`config.mk`:
```
export PLATFORM = sky130hd
export DESIGN_NAME = serial_adder
export DESIGN_NICKNAME = d
export VERILOG_FILES = /design/src/rtl/serial_adder_pkg.sv /design/src/rtl/serial_adder_full_adder.sv /design/src/rtl/serial_adder.sv
export SDC_FILE = /design/constraint.sdc
export NUM_CORES = 1
export LEC_CHECK = 0
export BUFFER_PORTS_ARGS = -buffer_cell sky130_fd_sc_hd__buf_2
export CAP_MARGIN = 20
export CELL_PAD_IN_SITES_DETAIL_PLACEMENT = 0
export CELL_PAD_IN_SITES_GLOBAL_PLACEMENT = 1
export CORE_ASPECT_RATIO = 1.75
export CORE_MARGIN = 2
export CORE_UTILIZATION = 43
export CTS_CLUSTER_SIZE = 40
export DETAILED_ROUTE_END_ITERATION = 6
export PLACE_DENSITY_LB_ADDON = 0.1
export SETUP_SLACK_MARGIN = 0.02
export SYNTH_ARGS = -nofsm -noshare
export SYNTH_HDL_FRONTEND = slang
export SYNTH_SLANG_ARGS = --single-unit
```
`constraint.sdc`:
```
create_clock -name clk -period 1.6 [get_ports clk]
set_input_delay 0.24 -clock clk [delete_from_list [all_inputs] [get_ports clk]]
set_output_delay 0.24 -clock clk [all_outputs]
set_load 0.1 [all_outputs]
```
`src/rtl/serial_adder_pkg.sv`:
```
// Shared definitions for the bit-serial adder: controller state encoding and
// the default operand width.
package serial_adder_pkg;

    localparam int DEFAULT_WIDTH = 8;

    typedef enum logic [1:0] {
        IDLE = 2'd0,
        RUN  = 2'd1,
        DONE = 2'd2
    } state_e;

endpackage

```
`src/rtl/serial_adder_full_adder.sv`:
```
// One-bit full adder built from a 3-to-8 minterm decoder; sum and carry are
// ORs over the minterms in which each output is true.
module full_adder (
    input  logic in1_i,
    input  logic in2_i,
    input  logic c_in_i,
    output logic sum_o,
    output logic c_out_o
);

    localparam logic [7:0] SUM_MINTERMS   = 8'b1001_0110;  // indices 1,2,4,7
    localparam logic [7:0] CARRY_MINTERMS = 8'b1110_1000;  // indices 3,5,6,7

    logic [2:0] index;
    logic [7:0] minterm;

    assign index   = {in1_i, in2_i, c_in_i};
    assign minterm = 8'(1) << index;

    assign sum_o   = |(minterm & SUM_MINTERMS);
    assign c_out_o = |(minterm & CARRY_MINTERMS);

endmodule

```
`src/rtl/serial_adder.sv`:
```
// Bit-serial adder: operands are shifted LSB-first through a single full-adder
// slice, one bit per clock, and the completed result is published in DONE.
module serial_adder
    import serial_adder_pkg::*;
#(
    parameter int WIDTH = DEFAULT_WIDTH
) (
    input  logic             clk,
    input  logic             rst,
    input  logic             start,
    input  logic [WIDTH-1:0] a,
    input  logic [WIDTH-1:0] b,
    input  logic             c_in,
    output logic             busy,
    output logic             done,
    output logic [WIDTH-1:0] sum,
    output logic             c_out
);

    localparam int CNT_W = (WIDTH > 1) ? $clog2(WIDTH) : 1;
    localparam logic [CNT_W-1:0] CNT_LAST = CNT_W'(WIDTH - 1);

    state_e           state_q;
    logic [WIDTH-1:0] a_q;
    logic [WIDTH-1:0] b_q;
    logic [WIDTH-1:0] res_q;
    logic [WIDTH-1:0] res_d;
    logic             carry_q;
    logic [CNT_W-1:0] cnt_q;
    logic [CNT_W-1:0] cnt_d;
    logic [WIDTH-1:0] sum_q;
    logic             c_out_q;

    logic             fa_sum;
    logic             fa_carry;
    logic             last_bit;

    full_adder u_full_adder (
        .in1_i   (a_q[0]),
        .in2_i   (b_q[0]),
        .c_in_i  (carry_q),
        .sum_o   (fa_sum),
        .c_out_o (fa_carry)
    );

    // Each new sum bit enters at the MSB, so after WIDTH shifts bit 0 sits at the LSB.
    assign res_d    = {fa_sum, res_q[WIDTH-1:1]};
    assign last_bit = (cnt_q == CNT_LAST);
    assign cnt_d    = last_bit ? '0 : cnt_q + CNT_W'(1);

    // NOTE: every register here uses <= so all of them update from the same
    // pre-edge values; blocking assignments would let the shift registers
    // see each other's new contents within one edge.
    always_ff @(posedge clk or posedge rst) begin
        if (rst) begin
            state_q <= IDLE;
            a_q     <= '0;
            b_q     <= '0;
            res_q   <= '0;
            carry_q <= 1'b0;
            cnt_q   <= '0;
            sum_q   <= '0;
            c_out_q <= 1'b0;
        end else begin
            case (state_q)
                IDLE, DONE: begin
                    if (start) begin
                        a_q     <= a;
                        b_q     <= b;
                        carry_q <= c_in;
                        res_q   <= '0;
                        cnt_q   <= '0;
                        state_q <= RUN;
                    end else begin
                        state_q <= IDLE;
                    end
                end
                RUN: begin
                    a_q     <= a_q >> 1;
                    b_q     <= b_q >> 1;
                    carry_q <= fa_carry;
                    res_q   <= res_d;
                    cnt_q   <= cnt_d;
                    if (last_bit) begin
                        sum_q   <= res_d;
                        c_out_q <= fa_carry;
                        state_q <= DONE;
                    end
                end
                default: state_q <= IDLE;
            endcase
        end
    end

    assign busy  = (state_q == RUN);
    assign done  = (state_q == DONE);
    assign sum   = sum_q;
    assign c_out = c_out_q;

endmodule

```
==> results.ini <==
[global_routing]
grt_pass1_vias=1203
grtUsageTotal_pct=17.3
grt-ovfl-total=0
grt_max_degree=39
grt_pass1_wl_um=5710
antenna_found_initial=0

[worst_setup_path]
cp_slowest_stage_delay_ns=0.45
endpoint_kind=output pin
path_cells=buf_4 > nor2b_2 > buf_12
cp_max_fo=12
reg2reg_from=cnt_q[1]
startpoint=state_q[0]
critPathSlowestCell=dfrtp_2
start_kind=flop
arrival_ns=1.27
worst_ep_required_time_ns=1.36
setup.worst_path.class=reg2out

[drt]
routed-wl-met3_um=94
drc=0
highest_layer=met4
drtAntennaViolNets=0
dr_wl_met2_um=1720
avgViaCountPerCell=5.24
drt_wl_total_um=3300
wl_met1_um=1340
wire_per_inst_um=14.9
drt_iter0_markers=14
drtPass1Iterations=4
vias=1159

[synthesis]
synth_ff_type=dfrtp_1
ys_seq_area_share_pct=56.1
synth_common_cells=dfrtp_1, nor2_1, nor3_1
yosys_warnings=0
synth_area_um2=1700
yosys.area.top_type=dfrtp_1
synth.most_common_cell=dfrtp_1
syn_inst=137
synth_area_leaders=dfrtp_1, mux2_4, a22o_1
synth.avg_cell_area_um2=12.4
synthArstFlopShare_pct=100
synth-edff-count=0
synth_nets=160
synth.ff_latch_count=38
synth_cell_types=29
synth_top_area_share_pct=56.1

[cells_and_area]
design_area_um2=2020
num-fill-cells=366
areaGrowthSynthToFinish_pct=19.4
final_cells=221
drive_gt1_share_pct=35.8
fin_util_pct=52.9
nets=195
diodes=0

[power]
power_density_nw_per_um2=2390
totalPowerFinal_mw=4.84
ir_worst_vdd_mv=1.28
power.leakage_nw=0.980

[clock_network]
cts.sinks=38
clock_latency_ns=0.29
post_cts_buffers=0
cts_buffers=5
cts_buffer_depth=2
root_buffer=clkbuf_8
cts_tree=yes
h-tree-depth=2
clk_pin_slew_ns=0.07

[timing]
fin_tns_setup_ns=0
fin_crit_sh_pct=94.6
relSlewSlack_pct=68.3
hold_slack_ns=0.0527
min_period_ns=1.51
tightest_slew_ns=0.475
setup_viol=0
skew_ns=0.00364
hold_viol=0
worst_slack_ns=0.0856
fmax_ghz=0.660
drv_slew=0
rsz0062_at_grt=no

[placement]
dp_hpwl_um=2320
placedInstanceArea_um2=1930
port_buffers=30
dp_cells=213
gp_congestion=0.722
dp_worst_setup_slack_ns=0.139

[floorplanning]
num_io_pins=31
die_h_um=87.1
coreArea_um2=3830
num_rows=30
initial_core_util_pct=44.3
die_x_um=51.5
dieArea_um2=4480

[min_path]
worst_hold_path_type=in2async

[job]
cap_violations=0

[run_status]
status=completed

[layer usage]
layer,vias up,global-route usage [%]
met3,11,4.64
met5,-,0
met2,27,27.6
met1,561,20.5
met4,0,10.0
li1,560,-
[cell families after synthesis]
family                     share of synthesized area (%)
AOI/OAI and AO/OA                                   12.4
adders and majority gates                           2.66
buffers and inverters                               4.43
DFF                                                 56.1
muxes                                               12.3
and+or+nand+nor                                     12.1
[sequential cells by signal (all words and copies together) (netlist names)]
signal / flops
a_q: 8
sum: 8
res_q: 7
c_out: 1
cnt_q: 3
carry_q: 1
state_q: 2
b_q: 8
[area by class of cell]
class	count	area [µm²]	share of cell area [%]
inverter	3	16.3	0.803
timing repair buffer	37	233	11.5
clock buffer	7	86.3	4.26
multi-input combinational	87	672	33.2
sequential	38	952	47.0
clock inverter	1	5.00	0.247
tap	48	60.1	2.97
[power by group]
part	total, mW	internal (mW)	switching (mW)
Sequential	1.69	1.40	0.293
Clock	0.662	0.347	0.315
Combinational	2.48	0.900	1.58
Total	4.84	2.64	2.19
[worst max-delay path, delay by kind of cell (launching register included)]
family	cells	cell delay, ns
buffers and inverters	2	0.38
AND/OR/NAND/NOR	1	0.16
flip-flops	1	0.45
[worst paths after layout]
check | cells past startpoint | slack (ns) | to
setup / recovery | 3 | 0.09 | done
hold / removal | 3 | 0.05 | sum[0]
setup reg to reg | 4 | 0.13 | sum[1]
hold reg to reg | 2 | 0.51 | b_q[6]
max in group asynchronous | 3 | 1.19 | state_q[0]
min in group clk | 3 | 0.17 | b_q[6]
[timing repair]
action,in CTS,in global routing
resized for setup,0,1
hold buffers,0,0
setup endpoints to repair,0,1
[placed cells by master, fill, tap and decap left out, types with 4 or more instances in the layout]
| cell type | count |
|---|---|
| nor2_1 | 12 |
| nand3_1 | 4 |
| mux2_4 | 9 |
| clkbuf_8 | 6 |
| dfrtp_1 | 37 |
| buf_2 | 28 |
| mux2i_1 | 4 |
| o22ai_1 | 11 |
| nor3_1 | 12 |
| a22o_1 | 9 |
| buf_4 | 7 |
Note: power is estimated with default switching activity, not from simulation.
